`src/rtl/sys_array_tile_sched.sv`:
```
// Tile scheduler: splits C[MxN] = A[MxK] * W[KxN] into array-sized tile descriptors
// with K-split accumulate flags. Define SYS_SPLIT_ZIGZAG_EN for serpentine column-band order.
module sys_array_tile_sched #(
    parameter int unsigned DIM_W   = 16,
    parameter int unsigned ARRAY_W = 4,
    parameter int unsigned ARRAY_L = 4,
    parameter int unsigned ARRAY_K = 4,
    parameter int unsigned IDX_W   = 16
) (
    input  logic             clk,
    input  logic             reset,
    input  logic             start,
    input  logic             abort,
    input  logic [DIM_W-1:0] dim_m,
    input  logic [DIM_W-1:0] dim_k,
    input  logic [DIM_W-1:0] dim_kw,
    input  logic [DIM_W-1:0] dim_n,
    output logic             tile_valid,
    input  logic             tile_ready,
    output logic [DIM_W-1:0] tile_row,
    output logic [DIM_W-1:0] tile_col,
    output logic [DIM_W-1:0] tile_kb,
    output logic [DIM_W-1:0] tile_rows,
    output logic [DIM_W-1:0] tile_cols,
    output logic [DIM_W-1:0] tile_k,
    output logic             tile_first_k,
    output logic             tile_last_k,
    output logic             tile_last,
    output logic [IDX_W-1:0] tile_idx,
    output logic             busy,
    output logic             ready,
    output logic             error
);
    localparam int unsigned EW = DIM_W + 1;
    localparam logic [EW-1:0] CH_M = EW'(ARRAY_W);
    localparam logic [EW-1:0] CH_N = EW'(ARRAY_L);
    localparam logic [EW-1:0] CH_K = EW'(ARRAY_K);
    localparam logic [DIM_W-1:0] STEP_M = DIM_W'(ARRAY_W);
    localparam logic [DIM_W-1:0] STEP_N = DIM_W'(ARRAY_L);
    localparam logic [DIM_W-1:0] STEP_K = DIM_W'(ARRAY_K);

    typedef enum logic [1:0] {S_IDLE, S_CHECK, S_EMIT, S_DONE} state_t;

    state_t state, state_nxt;

    logic [DIM_W-1:0] m_q, k_q, kw_q, n_q;
    logic [DIM_W-1:0] m_nxt, k_nxt, kw_nxt, n_nxt;
    logic [DIM_W-1:0] row_nxt, col_nxt, kb_nxt, rows_nxt, cols_nxt, k_size_nxt;
    logic             first_k_nxt, last_k_nxt, last_nxt, valid_nxt;
    logic [IDX_W-1:0] idx_nxt;
    logic             busy_nxt, ready_nxt, error_nxt;

    logic [DIM_W-1:0] nb_row, nb_col, nb_kb;
    logic [EW-1:0]    rem_m, rem_n, rem_k;
    logic [DIM_W-1:0] d_rows, d_cols, d_k;
    logic             d_last_k, d_last_row, d_last_col;
    logic             cur_last_col;
    logic             dims_bad;

`ifdef SYS_SPLIT_ZIGZAG_EN
    logic             odd_q, odd_nxt, nb_odd;
    logic [DIM_W-1:0] last_col_base;
`endif

    assign dims_bad = (m_q == '0) || (k_q == '0) || (n_q == '0) || (kw_q != k_q);

    // Base of the tile loaded next: origin from CHECK, otherwise advance K, then N, then M.
    always_comb begin : base_step
        nb_row = tile_row;
        nb_col = tile_col;
        nb_kb  = tile_kb;
`ifdef SYS_SPLIT_ZIGZAG_EN
        last_col_base = (n_q - DIM_W'(1)) - ((n_q - DIM_W'(1)) % STEP_N);
        cur_last_col  = odd_q ? (tile_col == '0) : ((EW'(tile_col) + CH_N) >= EW'(n_q));
        nb_odd        = odd_q;
`else
        cur_last_col  = (EW'(tile_col) + CH_N) >= EW'(n_q);
`endif
        if (state == S_CHECK) begin
            nb_row = '0;
            nb_col = '0;
            nb_kb  = '0;
`ifdef SYS_SPLIT_ZIGZAG_EN
            nb_odd = 1'b0;
`endif
        end else if (!tile_last_k) begin
            nb_kb = tile_kb + STEP_K;
        end else begin
            nb_kb = '0;
            if (!cur_last_col) begin
`ifdef SYS_SPLIT_ZIGZAG_EN
                nb_col = odd_q ? (tile_col - STEP_N) : (tile_col + STEP_N);
`else
                nb_col = tile_col + STEP_N;
`endif
            end else begin
                nb_row = tile_row + STEP_M;
`ifdef SYS_SPLIT_ZIGZAG_EN
                nb_odd = !odd_q;
                nb_col = nb_odd ? last_col_base : '0;
`else
                nb_col = '0;
`endif
            end
        end
    end

    // Tile sizes and boundary flags for the next base; remainders kept one bit wider.
    always_comb begin : descriptor
        rem_m      = EW'(m_q) - EW'(nb_row);
        rem_n      = EW'(n_q) - EW'(nb_col);
        rem_k      = EW'(k_q) - EW'(nb_kb);
        d_rows     = (rem_m < CH_M) ? DIM_W'(rem_m) : DIM_W'(CH_M);
        d_cols     = (rem_n < CH_N) ? DIM_W'(rem_n) : DIM_W'(CH_N);
        d_k        = (rem_k < CH_K) ? DIM_W'(rem_k) : DIM_W'(CH_K);
        d_last_k   = (EW'(nb_kb) + EW'(d_k)) == EW'(k_q);
        d_last_row = (EW'(nb_row) + CH_M) >= EW'(m_q);
`ifdef SYS_SPLIT_ZIGZAG_EN
        d_last_col = nb_odd ? (nb_col == '0) : ((EW'(nb_col) + CH_N) >= EW'(n_q));
`else
        d_last_col = (EW'(nb_col) + CH_N) >= EW'(n_q);
`endif
    end

    always_comb begin : next_state
        logic load;
        state_nxt   = state;
        m_nxt       = m_q;
        k_nxt       = k_q;
        kw_nxt      = kw_q;
        n_nxt       = n_q;
        row_nxt     = tile_row;
        col_nxt     = tile_col;
        kb_nxt      = tile_kb;
        rows_nxt    = tile_rows;
        cols_nxt    = tile_cols;
        k_size_nxt  = tile_k;
        first_k_nxt = tile_first_k;
        last_k_nxt  = tile_last_k;
        last_nxt    = tile_last;
        valid_nxt   = tile_valid;
        idx_nxt     = tile_idx;
        busy_nxt    = busy;
        ready_nxt   = 1'b0;
        error_nxt   = error;
        load        = 1'b0;
`ifdef SYS_SPLIT_ZIGZAG_EN
        odd_nxt     = odd_q;
`endif
        case (state)
            S_IDLE: begin
                if (start) begin
                    m_nxt     = dim_m;
                    k_nxt     = dim_k;
                    kw_nxt    = dim_kw;
                    n_nxt     = dim_n;
                    error_nxt = 1'b0;
                    idx_nxt   = '0;
                    busy_nxt  = 1'b1;
                    state_nxt = S_CHECK;
                end
            end
            S_CHECK: begin
                if (abort || dims_bad) begin
                    error_nxt = abort ? error : 1'b1;
                    busy_nxt  = 1'b0;
                    ready_nxt = 1'b1;
                    state_nxt = S_DONE;
                end else begin
                    load      = 1'b1;
                    valid_nxt = 1'b1;
                    state_nxt = S_EMIT;
                end
            end
            S_EMIT: begin
                if (abort) begin
                    valid_nxt = 1'b0;
                    busy_nxt  = 1'b0;
                    ready_nxt = 1'b1;
                    state_nxt = S_DONE;
                end else if (tile_valid && tile_ready) begin
                    idx_nxt = tile_idx + IDX_W'(1);
                    if (tile_last) begin
                        valid_nxt = 1'b0;
                        busy_nxt  = 1'b0;
                        ready_nxt = 1'b1;
                        state_nxt = S_DONE;
                    end else begin
                        load = 1'b1;
                    end
                end
            end
            S_DONE:  state_nxt = S_IDLE;
            default: state_nxt = S_IDLE;
        endcase
        if (load) begin
            row_nxt     = nb_row;
            col_nxt     = nb_col;
            kb_nxt      = nb_kb;
            rows_nxt    = d_rows;
            cols_nxt    = d_cols;
            k_size_nxt  = d_k;
            first_k_nxt = (nb_kb == '0);
            last_k_nxt  = d_last_k;
            last_nxt    = d_last_k && d_last_col && d_last_row;
`ifdef SYS_SPLIT_ZIGZAG_EN
            odd_nxt     = nb_odd;
`endif
        end
    end

    always_ff @(posedge clk or posedge reset) begin : regs
        if (reset) begin
            state        <= S_IDLE;
            m_q          <= '0;
            k_q          <= '0;
            kw_q         <= '0;
            n_q          <= '0;
            tile_row     <= '0;
            tile_col     <= '0;
            tile_kb      <= '0;
            tile_rows    <= '0;
            tile_cols    <= '0;
            tile_k       <= '0;
            tile_first_k <= 1'b0;
            tile_last_k  <= 1'b0;
            tile_last    <= 1'b0;
            tile_valid   <= 1'b0;
            tile_idx     <= '0;
            busy         <= 1'b0;
            ready        <= 1'b0;
            error        <= 1'b0;
`ifdef SYS_SPLIT_ZIGZAG_EN
            odd_q        <= 1'b0;
`endif
        end else begin
            state        <= state_nxt;
            m_q          <= m_nxt;
            k_q          <= k_nxt;
            kw_q         <= kw_nxt;
            n_q          <= n_nxt;
            tile_row     <= row_nxt;
            tile_col     <= col_nxt;
            tile_kb      <= kb_nxt;
            tile_rows    <= rows_nxt;
            tile_cols    <= cols_nxt;
            tile_k       <= k_size_nxt;
            tile_first_k <= first_k_nxt;
            tile_last_k  <= last_k_nxt;
            tile_last    <= last_nxt;
            tile_valid   <= valid_nxt;
            tile_idx     <= idx_nxt;
            busy         <= busy_nxt;
            ready        <= ready_nxt;
            error        <= error_nxt;
`ifdef SYS_SPLIT_ZIGZAG_EN
            odd_q        <= odd_nxt;
`endif
        end
    end

endmodule

```
`config.mk`:
```
export PLATFORM = sky130hd
export DESIGN_NAME = sys_array_tile_sched
export DESIGN_NICKNAME = d
export VERILOG_FILES = /design/src/rtl/sys_array_tile_sched.sv
export SDC_FILE = /design/constraint.sdc
export NUM_CORES = 1
export LEC_CHECK = 0
export CAP_MARGIN = 20
export CORE_ASPECT_RATIO = 1.2
export CORE_UTILIZATION = 62
export CTS_BUF_LIST = sky130_fd_sc_hd__clkbuf_4
export CTS_CLUSTER_DIAMETER = 200
export DETAILED_ROUTE_END_ITERATION = 7
export PLACE_DENSITY = 0.95
export SLEW_MARGIN = 20
export SYNTH_ARGS = -nofsm -noshare
export SYNTH_HDL_FRONTEND = slang
export SYNTH_SLANG_ARGS = --single-unit
```
`constraint.sdc`:
```
create_clock -name clk -period 18 [get_ports clk]
set_input_delay 3.6 -clock clk [delete_from_list [all_inputs] [get_ports clk]]
set_output_delay 3.6 -clock clk [all_outputs]
set_load 0.02 [all_outputs]
```
* Word level (Yosys, flattened, before mapping)
Index checks and enable logic that the tools add are counted.
** Storage, ports and cells
- Register bits after elaboration :: 185
- Input bits :: 69
- Output and inout bits :: 119
- Logic and storage cells :: 114
** Operators by class
- Add/subtract/negate cells :: 11
- $lt $le $gt $ge :: 6
- Eq/ne operators :: 13
- Mux-type cells :: 43
- Reduce and logical (&&, ||, !) cells :: 22
** Operators by type and width (count)
- $mux 16 :: 14
- $logic_not 16->1 :: 4
- $add 16x3->17 const B :: 3
- $ge 17x16->1 :: 3
- $lt 17x3->1 const B :: 3
- $sub 16x16->17 :: 3
- $add 16x3->16 const B :: 3
- $pmux 16 s2 :: 1
- $mux 1 :: 18
- $add 16x16->17 :: 1
- $eq 17x16->1 :: 1
- $add 16x1->16 const B :: 1
- $ne 16x16->1 :: 1
- $reduce_and 4->1 :: 3
- $ne 2x2->1 const B :: 5
- $mux 2 :: 4
- $pmux 1 s2 :: 4
- $pmux 2 s4 :: 1
- $ne 3x3->1 const B :: 2
- $reduce_bool 2->1 :: 3
- $reduce_and 5->1 :: 1
- $eq 2x2->1 const B :: 2
- $logic_or 1x1->1 :: 4
- $logic_and 1x1->1 :: 3
- other kinds (7) :: 7

* Depth between registers and ports, before layout
Gate-level depths: netlist of run 1.
- Depth in word-level cells :: 10
- Gate-level depth with buffers :: 31
- Gate-level depth less buffers :: 30

* Worst setup path before layout of run 1
Ideal clock, no wire load.
- Kind :: flip-flop to flip-flop
- From :: reg tile_col[5]
- To :: reg tile_cols[0]
- Library setup time :: 0.067 ns
- Arrival time :: 6.462 ns
- Required time :: 17.933 ns
- Slack :: 11.471 ns
- Stages on the path, launching flop included :: 30
- Buffers on the path :: 1
- Clock period less this slack :: 6.529 ns
- Cell sequence :: dfrtp_1 > clkbuf_1 > nand3_1 > nor3_1 > and3_1 > and3_1 > and3_1 > xor2_1 > ha_1 > nand3_1 > nor4_1 > a311oi_1 > a21oi_1 > nor2_1 > nand2_1 > inv_1 > ha_1 > inv_1 > fa_1 > nor2b_1 > o21a_1 > o21ai_0 > a211oi_1 > or3_1 > xor2_1 > or4_1 > a31oi_1 > o311ai_0 > nor4_1 > a22o_1
** On the way
- Longest elaborated chain between the ends :: 8
- Elaborated cells on any way between the ends :: 9
- Those cells by class :: add/sub (3); order compare (2); mux (4)
** RTL lines
- from (decl) :: RTL line 21 : output logic [DIM_W-1:0] tile_col,
- from (signal assigned) :: RTL line 243 : tile_col <= col_nxt;
- $add 16x3->17 * :: RTL line 77 : cur_last_col = (EW'(tile_col) + CH_N) >= EW'(n_q);
- $ge 17x16->1 * :: RTL line 77
- $mux 16 * :: RTL line 90 : if (!cur_last_col) begin
- $mux 16 * :: RTL line 86 : end else if (!tile_last_k) begin
- $mux 16 * :: RTL line 79 : if (state == S_CHECK) begin
- named net nb_col[0] :: RTL line 53 : logic [DIM_W-1:0] nb_row, nb_col, nb_kb;
- $sub 16x16->17 * :: RTL line 111 : rem_n = EW'(n_q) - EW'(nb_col);
- $lt 17x3->1 :: RTL line 114 : d_cols = (rem_n < CH_N) ? DIM_W'(rem_n) : DIM_W'(CH_N);
- $mux 16 * :: RTL line 114
- to (signal assigned) :: RTL line 246 : tile_cols <= cols_nxt;
- to (decl) :: RTL line 24 : output logic [DIM_W-1:0] tile_cols,
The timed path passes the listed nets; every way through them passes the cells marked *.
A chain may end at the register's enable or synchronous reset.

* Final worst setup path of run 1
- From :: reg state[1]
- To :: reg tile_last
** On the way
- Longest elaborated chain between the ends :: 9
- Elaborated cells on any way between the ends :: 17
- Those cells by class :: add/sub (4); order compare (3); eq/ne (3); mux (5); reduce/logical (2)
** RTL lines
- from (decl) :: RTL line 44 : state_t state, state_nxt;
- from (signal assigned) :: RTL line 237 : state <= state_nxt;
- $eq 2x1->1 * :: RTL line 79
- $mux 16 * :: RTL line 79
- named net nb_kb[0] :: RTL line 53
- $sub 16x16->17 :: RTL line 112 : rem_k = EW'(k_q) - EW'(nb_kb);
- $lt 17x3->1 :: RTL line 115 : d_k = (rem_k < CH_K) ? DIM_W'(rem_k) : DIM_W'(CH_K);
- $mux 16 :: RTL line 115
- $add 16x16->17 * :: RTL line 116 : d_last_k = (EW'(nb_kb) + EW'(d_k)) == EW'(k_q);
- $eq 17x16->1 * :: RTL line 116
- $logic_and 1x1->1 * (2 in a row) :: RTL line 205 : last_nxt = d_last_k && d_last_col && d_last_row;
- to (signal assigned) :: RTL line 250 : tile_last <= last_nxt;
- to (decl) :: RTL line 28 : output logic tile_last,
Marked as above.

==> reports/results.ini, run 1 <==
[outcome]
outcome=complete, but fails checks
violations=DRC

[cts]
cts_hold_buf=0
numCtsBuffers=17
cts_resized=0
cts_root_buf=clkbuf_4
clkTransAtPathRegs_ns=0.20
htreeDepth=4
cts_num_sinks=185
insertion_delay_ns=0.65
cts_buffer_depth=2
cts_tree=built
cts_setup_buffers=0

[floorplanning]
dieArea_mm2=0.0229
row_count=59
initial_core_util_pct=63.6
ios=188
die_y_um=166
core_area_mm2=0.0218
die_w_um=138

[sta]
drv_slew=0
fmax_ghz=0.125
setup_viol=0
hold_viol_final=0
grt_setup_unrepaired=false
relSlewSlack_pct=34.3
worst_pin_slew_ns=0.982
whs_ns=0.511
setup_ws_ns=9.97
tns_ns=0
fin_skew_ns=0.0407
fin_crit_ns=8.03
period_share_pct=44.6

[critical_path]
crit_top_cell=inv_1
start_kind=flop
cp.required_ns=18.57
cp-end-kind=flop
worstSetupPathType=flop to flop
setup.worst_path.start=state[1]
cp_slowest_stage_delay_ns=0.76
r2r_start=state[1]
cp_max_fo=15
cpMaxStageDelayCell=nor2_1
cp.arrival_ns=8.60

[finish]
nets=1919
area_delta_synth_final_pct=17.6
fillers=1586
instances_no_fill=2014
multi_input_area_mm2=0.00861
seq_area_mm2=0.00463
drive_gt1_share_pct=7.89

[placement]
portBuffers=187
place_ws_ns=10.12
dpl.hpwl_um=30300
gp_congestion=0.969
dp.cells=1979

[yosys]
ys_seq_elements=185
async_flop_share_pct=100
synthDistinctLibCells=80
avgSynthCellArea_um2=8.92
synthTopCellsByArea=dfrtp_1, ha_1, mux2_2, xor2_1, nand2_1
synth_cells=1553
synth_top_area_share_pct=33.4
ys_warn_count=0
yosys.area.top_type=dfrtp_1
syn_area_mm2=0.0139
ys_seq_area_share_pct=33.4
synth_edf_count=0
synth-main-ff-cell=dfrtp_1

[drt]
remaining_drc_errors=48
wl_per_cell_um=19.7
drt_iter0_markers=977
drt-pass1-iter-count=8
via_per_inst=6.31
antenna_left=0
drt_wl_total_um=39600
vias=12700

[global_route]
antenna_found_initial=3
grt_remaining_overflow=0
grt_pass1_wl_um=64400
grt_pass1_vias=12600
grt_max_degree=130
grt.total_usage_pct=35.2

[pwr]
powerDensity_mw_per_mm2=124
peakVddDrop_mv=0.113
leakage_nw=7.26

[job]
drv_cap=0

[min_path]
hold_start=tile_k[5]
hold_class=flop to flop

-- synthesized netlist by cell type (5+ instances only) --
library cell	number
a2111oi_0	5
a211oi_1	14
a21o_1	24
a21oi_1	70
a22o_1	8
a31oi_1	10
and2_1	47
and3_1	13
clkbuf_1	44
dfrtp_1	185
ha_1	122
inv_1	108
mux2_2	71
mux2i_1	16
nand2_1	149
nand2b_1	23
nand3_1	37
nand3b_1	8
nand4_1	44
nor2_1	88
nor2b_1	18
nor3_1	37
nor4_1	26
o2111ai_1	5
o211ai_1	10
o21a_1	33
o21ai_0	103
o21bai_1	6
o31ai_1	6
or2_2	6
or3_1	10
or4_1	6
xnor2_1	50
xor2_1	71
-- final timing paths --
path                                  to  slack (ns)  depth (start not counted)
setup / recovery               tile_last        9.97                         26
hold / removal                 tile_k[5]        0.51                          1
setup reg to reg               tile_last        9.97                         26
hold reg to reg                tile_k[5]        0.51                          1
max in group asynchronous         n_q[4]       13.18                          3
min in group asynchronous  tile_cols[11]        3.48                          2
-- through the flow --
stage | instance area, um^2 | power, mW | util (%)
final | 16300 | 2.02 | 74.8
after global routing | 16300 | 2.16 | 74.8
after CTS | 16300 | 2.00 | 74.8
after detailed placement | 15900 | 1.72 | 73.1
after global placement | 15900 | 1.67 | 73.1
after floorplan | 13900 | 1.43 | -
-- cell type report --
class | instances | share of cell area [%]
inverter | 109 | 2.56
sequential | 185 | 28.4
multi-input combinational | 1216 | 52.8
antenna | 3 | 0.0461
timing repair buffer | 195 | 11.9
clock buffer | 17 | 0.783
tap | 274 | 2.10
clock inverter | 15 | 1.40
-- worst max-delay path, delay by kind of cell (launching register included) --
kind | cells | cell delay (ns)
mux | 1 | 0.27
simple gates | 9 | 3.37
fa+ha+maj | 4 | 1.28
flops | 1 | 0.43
compound gates | 9 | 2.29
buf+inv | 3 | 0.30
-- routing by layer --
| metal | global-route usage (%) | vias to the layer above | wire length, um | share of wire (%) |
|---|---|---|---|---|
| met4 | 18.4 | 0 | 2060 | 5.2 |
| met2 | 61.8 | 552 | 19600 | 49 |
| li1 | - | 5859 | - | - |
| met1 | 41.1 | 6129 | 15200 | 38 |
| met5 | 0 | - | 0 | 0 |
| met3 | 5.94 | 163 | 2700 | 6.8 |
-- registers in the layout (all words and copies together), names as in the netlist, 2 cells and up --
name,cells
k_q,16
kw_q,16
m_q,16
n_q,16
state,2
tile_col,16
tile_cols,16
tile_idx,16
tile_k,16
tile_kb,16
tile_row,16
tile_rows,16
-- cells by family after synthesis --
group / share of synthesized area [%]
AND/OR/NAND/NOR: 19.6
AO/OA/AOI/OAI: 15.9
flip-flops: 33.4
buffers and inverters: 4.90
adder cells (fa/ha/maj): 11.6
XOR/XNOR: 7.65
multiplexers: 6.93
other: 0.0271
-- cell usage in the layout (no fill, tap or decap), types with 9 or more instances in the layout --
master           Yosys  layout
xnor2_1             50      50
nand2b_1            23      23
nor2b_1             18      18
a211oi_1            14      14
nand4_1             44      44
clkdlybuf4s50_1      0     187
mux2i_1             16      16
conb_1               1      13
nor4_1              26      26
a31oi_1             10       9
o211ai_1            10      10
a21oi_1             70      70
ha_1               122     122
nor2_1              88      88
clkbuf_4             0      17
a21o_1              24      24
nor3_1              37      37
o21a_1              33      33
xor2_1              71      71
nand3_1             37      37
inv_1              108     107
mux2_2              71      71
and2_1              47      47
or3_1               10      10
o21ai_0            103     103
nand2_1            149     148
and3_1              13      13
dfrtp_1            185     185
-- power by group --
| part | switching (mW) | total, mW | internal (mW) |
|---|---|---|---|
| clock | 0.202 | 0.280 | 0.0777 |
| combinational | 0.623 | 1.11 | 0.486 |
| sequential | 0.132 | 0.633 | 0.500 |
| total | 0.957 | 2.02 | 1.06 |
Power figures use the tool's default switching activity.
==> run 2, diff against run 1 <==
--- a/config.mk
+++ b/config.mk
@@ -7,11 +7,11 @@
 export LEC_CHECK = 0
 export CAP_MARGIN = 20
 export CORE_ASPECT_RATIO = 1.2
-export CORE_UTILIZATION = 62
+export CORE_UTILIZATION = 58
 export CTS_BUF_LIST = sky130_fd_sc_hd__clkbuf_4
 export CTS_CLUSTER_DIAMETER = 200
 export DETAILED_ROUTE_END_ITERATION = 7
-export PLACE_DENSITY = 0.95
+export PLACE_DENSITY = 0.93
 export SLEW_MARGIN = 20
 export SYNTH_ARGS = -nofsm -noshare
 export SYNTH_HDL_FRONTEND = slang
==> constraint.sdc (replaced) <==
create_clock -name clk -period 8.4 [get_ports clk]
set_input_delay 1.68 -clock clk [delete_from_list [all_inputs] [get_ports clk]]
set_output_delay 1.68 -clock clk [all_outputs]
set_load 0.02 [all_outputs]
==> run 2 against run 1 <==
Net effect: the run now ends clean; final cell count up 2.1%; worst setup slack worse by 9.0 ns; combinational power up 110%; global-route usage down 2.5 points; flip-flop and latch count unchanged; clock power up 96%; worst hold slack worse by 0.0076 ns; die area up 6.8%; register-to-register slack worse by 9.0 ns; non-clock buffer count up 3; highest routed layer unchanged.
==> reports/results.ini, run 2 (synthesis gave the netlist of run 1 again) <==
[critical_path]
cp.arrival_ns=7.99  ; was 8.60 ns
cp.required_ns=8.95  ; was 18.57 ns
reg2regPathDepth=29  ; was 26
cp-end-kind=flop  ; unchanged
r2r_slack_ns=0.97  ; was 9.97 ns
reg2reg_to=tile_cols[1]  ; was tile_last
r2r_start=tile_col[4]  ; was state[1]
cp_max_fo=11  ; was 15
cpMaxStageDelayCell=dfrtp_1  ; was nor2_1
crit_top_cell=and3_1  ; was inv_1
start_kind=flop  ; unchanged
cp_slowest_stage_delay_ns=0.57  ; was 0.76 ns
worstSetupPathType=flop to flop  ; unchanged

[finish]
area_delta_synth_final_pct=17.8  ; was 17.6%
layout.cells.most_common=clkdlybuf4s50_1  ; unchanged
utilization_pct=70.1  ; was 74.8%
nets=1922  ; was 1,919
drive_gt1_share_pct=8.05  ; was 7.89%
final_cell_mix=clkdlybuf4s50_1, dfrtp_1, nand2_1  ; unchanged

[min_path]
hold_start=tile_k[4]  ; was tile_k[5]
hold_class=flop to flop  ; unchanged
hold_path_depth=1  ; unchanged
whs_endpoint=tile_k[4]  ; was tile_k[5]

[drt]
remaining_drc_errors=0  ; was 48
via_per_inst=6.10  ; was 6.31
wl_per_cell_um=19.1  ; was 19.7 um
drt-pass1-iter-count=7  ; was 8
drt_iter0_markers=750  ; was 977
vias=12500  ; was 12,700
antenna_left=0  ; unchanged
drt_wl_total_um=39400  ; was 39,600 um

[cts]
cts_buffer_depth=2  ; unchanged
cts_tree=built  ; unchanged
clkTransAtPathRegs_ns=0.17  ; was 0.20 ns
insertion_delay_ns=0.63  ; was 0.65 ns
cts_num_sinks=185  ; unchanged
numCtsBuffers=17  ; unchanged
cts_hold_buf=0  ; unchanged
cts_resized=0  ; unchanged
cts_setup_buffers=0  ; unchanged
htreeDepth=4  ; unchanged
cts_root_buf=clkbuf_4  ; unchanged

[global_route]
grt_pass1_wl_um=62200  ; was 64,400 um
grt_pass1_vias=12400  ; was 12,600
grt.total_usage_pct=32.7  ; was 35.2%
antenna_found_initial=1  ; was 3
grt_max_degree=131  ; was 130
grt_remaining_overflow=0  ; unchanged

[sta]
drv_slew=0  ; unchanged
hold_viol_final=0  ; unchanged
fin_skew_ns=0.0345  ; was 0.0407 ns
tns_ns=0  ; unchanged
fin_crit_ns=7.43  ; was 8.03 ns
period_share_pct=88.5  ; was 44.6%
worst_pin_slew_ns=1.02  ; was 0.982 ns
relSlewSlack_pct=31.6  ; was 34.3%
fmax_ghz=0.135  ; was 0.125 GHz
setup_ws_ns=0.966  ; was 9.97 ns
setup_viol=0  ; unchanged
grt_setup_unrepaired=false  ; unchanged

[pwr]
peakVddDrop_mv=0.193  ; was 0.113 mV
powerDensity_mw_per_mm2=262  ; was 124 mW/mm^2
leakage_nw=7.26  ; about the same

[placement]
portBuffers=187  ; unchanged
gp_congestion=1.00  ; was 0.969
place_ws_ns=1.16  ; was 10.12 ns
dpl.hpwl_um=30200  ; was 30,300 um

[floorplanning]
ios=188  ; unchanged
row_count=61  ; was 59
initial_core_util_pct=59.5  ; was 63.6%
dieArea_mm2=0.0245  ; was 0.0229 mm^2
core_area_mm2=0.0233  ; was 0.0218 mm^2
die_w_um=143  ; was 138 um
die_y_um=171  ; was 166 um

[job]
drv_cap=0  ; unchanged

[outcome]
outcome=finished clean  ; was complete, but fails checks

==> run 2: power by group <==
part	total (mW)	switching, mW	internal (mW)
clock	0.549	0.379	0.170
combinational	2.37	1.32	1.05
sequential	1.36	0.289	1.07
==> run 2: final cells by class <==
| class | count | area, um^2 |
|---|---|---|
| timing repair buffer | 198 | 1950 |
| tap | 315 | 394 |
| clock inverter | 14 | 176 |
| sequential | 185 | 4630 |
| fill | 1792 | 6960 |
| multi-input combinational | 1216 | 8610 |
| antenna | 1 | 2.50 |
| clock buffer | 18 | 135 |
| inverter | 109 | 417 |
==> run 2: worst max-delay path by stage <==
stage | start | to | slack, ns | cells after the start
6_report | tile_col[4] | tile_cols[1] | 0.97 | 29
5_1_grt | tile_col[4] | tile_cols[0] | 0.41 | 29
4_1_cts | tile_col[4] | tile_rows[0] | 1.09 | 25
3_5_place_dp | tile_col[4] | tile_cols[1] | 1.16 | 29
3_3_place_gp | tile_col[4] | tile_rows[0] | 1.30 | 25
2_1_floorplan | reset | busy | 1.69 | 1
==> run 2: routing by layer <==
layer | global-route usage (%) | up-vias | wire length (um)
met1 | 38.9 | 6040 | 15900
met3 | 5.12 | 113 | 2320
met5 | 0 | - | 0
met2 | 56.5 | 510 | 19300
met4 | 17.4 | 0 | 1800
li1 | - | 5871 | -
==> run 2: critical path, delay by kind of cell (launching register included) <==
kind | cells | cell delay, ns
simple gates | 13 | 3.52
compound gates | 8 | 1.86
fa+ha+maj | 3 | 0.81
flops | 1 | 0.57
xor+xnor | 2 | 0.32
buf+inv | 3 | 0.26
==> run 2: through the flow <==
| step | instance area [um^2] | hold slack [ns] | power (mW) | cells |
|---|---|---|---|---|
| finish | 16300 | 0.503 | 4.28 | 2056 |
| CTS | 16300 | 0.510 | 4.24 | 2055 |
| detailed placement | 16000 | 0.470 | 3.68 | 2023 |
| floorplan | 13900 | 0.500 | 3.05 | 1565 |
| global route | 16300 | 0.525 | 4.57 | 2056 |
| global placement | 16000 | 0.467 | 3.61 | 2023 |
==> run 3, diff against run 2 <==
--- a/config.mk
+++ b/config.mk
@@ -7,9 +7,9 @@
 export LEC_CHECK = 0
 export CAP_MARGIN = 20
 export CORE_ASPECT_RATIO = 1.2
+export CORE_MARGIN = 5
 export CORE_UTILIZATION = 58
 export CTS_BUF_LIST = sky130_fd_sc_hd__clkbuf_4
-export CTS_CLUSTER_DIAMETER = 200
 export DETAILED_ROUTE_END_ITERATION = 7
 export PLACE_DENSITY = 0.93
 export SLEW_MARGIN = 20
==> run 3 against run 2 <==
Net effect: worst hold slack got worse by 0.0059 ns; final cell count grew 0.24%; count of clock-buffer cells in the layout shrank 1; critical path depth down 3; total power fell by 0.17%; worst setup slack worse by 0.053 ns; non-clock buffer count did not move; flip-flop and latch count stayed put; sequential share of layout area is essentially flat; final area grew 0.15%; largest cell class unchanged; core utilization decreased by 1.3 points; clock power down 3%.
==> reports/results.ini, run 3 (synthesis gave the netlist of run 1 again) <==
[outcome]
outcome=finished clean  ; unchanged

[sta]
hold_viol_final=0  ; unchanged
setup_viol=0  ; unchanged
relSlewSlack_pct=30.8  ; was 31.6%
fmax_ghz=0.134  ; was 0.135 GHz
fin_skew_ns=0.0370  ; was 0.0345 ns
period_share_pct=89.1  ; was 88.5%
whs_ns=0.497  ; was 0.503 ns
tns_ns=0  ; unchanged
grt_setup_unrepaired=false  ; unchanged
drv_slew=0  ; unchanged
worst_pin_slew_ns=1.01  ; was 1.02 ns
fin_crit_ns=7.49  ; was 7.43 ns

[global_route]
antenna_found_initial=2  ; was 1
grt_remaining_overflow=0  ; unchanged
grt.total_usage_pct=29.9  ; was 32.7%
grt_max_degree=119  ; was 131
grt_pass1_vias=12700  ; was 12,400
grt_pass1_wl_um=64400  ; was 62,200 um

[critical_path]
reg2regPathDepth=26  ; was 29
setup.worst_path.start=tile_col[4]  ; unchanged
endpoint=tile_rows[1]  ; was tile_cols[1]
cp.arrival_ns=8.08  ; was 7.99 ns
worstSetupPathType=flop to flop  ; unchanged
cp_max_fo=13  ; was 11
reg2reg_to=tile_rows[1]  ; was tile_cols[1]
cp.required_ns=9.00  ; was 8.95 ns
start_kind=flop  ; unchanged
cp_slowest_stage_delay_ns=0.88  ; was 0.57 ns
cpMaxStageDelayCell=a2111oi_0  ; was dfrtp_1
cp-end-kind=flop  ; unchanged
r2r_start=tile_col[4]  ; unchanged
r2r_slack_ns=0.91  ; was 0.97 ns

[drt]
wl_per_cell_um=19.5  ; was 19.1 um
antenna_left=0  ; unchanged
drt_wl_total_um=40200  ; was 39,400 um
drt_iter0_markers=952  ; was 750
drt-pass1-iter-count=6  ; was 7
vias=12500  ; about the same
remaining_drc_errors=0  ; unchanged
via_per_inst=6.08  ; was 6.10

[pwr]
peakVddDrop_mv=0.216  ; was 0.193 mV
powerDensity_mw_per_mm2=261  ; was 262 mW/mm^2
leakage_nw=7.26  ; about the same

[placement]
dpl.hpwl_um=31300  ; was 30,200 um
gp_congestion=0.998  ; was 1.00
portBuffers=187  ; unchanged

[cts]
cts_hold_buf=0  ; unchanged
numCtsBuffers=17  ; unchanged
cts_setup_buffers=0  ; unchanged
cts_num_sinks=185  ; unchanged
insertion_delay_ns=0.64  ; was 0.63 ns
cts_resized=0  ; unchanged
cts_buffer_depth=2  ; unchanged
htreeDepth=4  ; unchanged
clkTransAtPathRegs_ns=0.19  ; was 0.17 ns
cts_tree=built  ; unchanged
cts_root_buf=clkbuf_4  ; unchanged

[floorplanning]
ios=188  ; unchanged
row_count=62  ; was 61
die_w_um=151  ; was 143 um
die_y_um=179  ; was 171 um
core_area_mm2=0.0237  ; was 0.0233 mm^2
dieArea_mm2=0.0271  ; was 0.0245 mm^2
initial_core_util_pct=58.4  ; was 59.5%

[finish]
nets=1922  ; unchanged
drive_gt1_share_pct=8.05  ; unchanged
final_cell_mix=clkdlybuf4s50_1, dfrtp_1, nand2_1  ; unchanged
layout.cells.most_common=clkdlybuf4s50_1  ; unchanged
area_delta_synth_final_pct=18.0  ; was 17.8%
fillers=1889  ; was 1,792

[min_path]
hold_class=flop to flop  ; unchanged

[job]
drv_cap=0  ; unchanged

[run 3: per-layer routing]
metal	vias to the layer above	routed length, um	global-route usage [%]	share of wire (%)
li1	5875	-	-	-
met1	6024	15700	35.2	39
met2	488	20200	52.4	50
met3	143	2490	5.71	6.2
met4	2	1840	13.9	4.6
met5	-	7	0	0.017
[run 3: layout make-up]
| type | instances | area, um^2 | area share (%) |
|---|---|---|---|
| multi-input cells | 1216 | 8610 | 52.7 |
| flip-flops and latches | 185 | 4630 | 28.3 |
| repair buffers | 198 | 1950 | 12.0 |
| inverters | 109 | 417 | 2.55 |
| well taps | 320 | 400 | 2.45 |
| clock inverters | 15 | 196 | 1.20 |
| clock buffers | 17 | 128 | 0.781 |
| diodes | 1 | 2.50 | 0.0153 |
[run 3: metrics by stage]
| stage | cell area, um^2 | setup slack (ns) | cells | total power [mW] | utilization [%] |
|---|---|---|---|---|---|
| 3_5_place_dp | 16000 | 0.842 | 2028 | 3.69 | 67.4 |
| 4_1_cts | 16300 | 0.766 | 2060 | 4.23 | 68.8 |
| 5_1_grt | 16300 | 0.248 | 2061 | 4.58 | 68.8 |
| 6_report | 16300 | 0.913 | 2061 | 4.27 | 68.8 |
| 2_1_floorplan | 13900 | 1.69 | 1565 | 3.05 | - |
| 3_3_place_gp | 16000 | 1.13 | 2028 | 3.60 | 67.4 |
[run 3: how the worst min path moves through the flow]
stage / startpoint / endpoint / slack, ns / cells after the start
2_1_floorplan: kw_q[0] / kw_q[0] / 0.50 / 1
3_3_place_gp: tile_k[2] / tile_k[2] / 0.47 / 2
4_1_cts: tile_first_k / tile_first_k / 0.50 / 2
5_1_grt: tile_first_k / tile_first_k / 0.53 / 2
3_5_place_dp: tile_rows[3] / tile_rows[3] / 0.47 / 1
6_report: tile_first_k / tile_first_k / 0.50 / 2
[run 3: critical path: cells and delay by family (launching register included)]
family | cells | cell delay, ns
AO/OA/AOI/OAI | 8 | 2.43
XOR/XNOR | 2 | 0.21
adder cells (fa/ha/maj) | 2 | 0.65
buffers and inverters | 2 | 0.30
flip-flops | 1 | 0.55
AND/OR/NAND/NOR | 12 | 3.26
[run 3: power breakdown]
group,internal (mW),switching [mW]
registers,1.07,0.286
logic,1.05,1.33
clock network,0.145,0.385
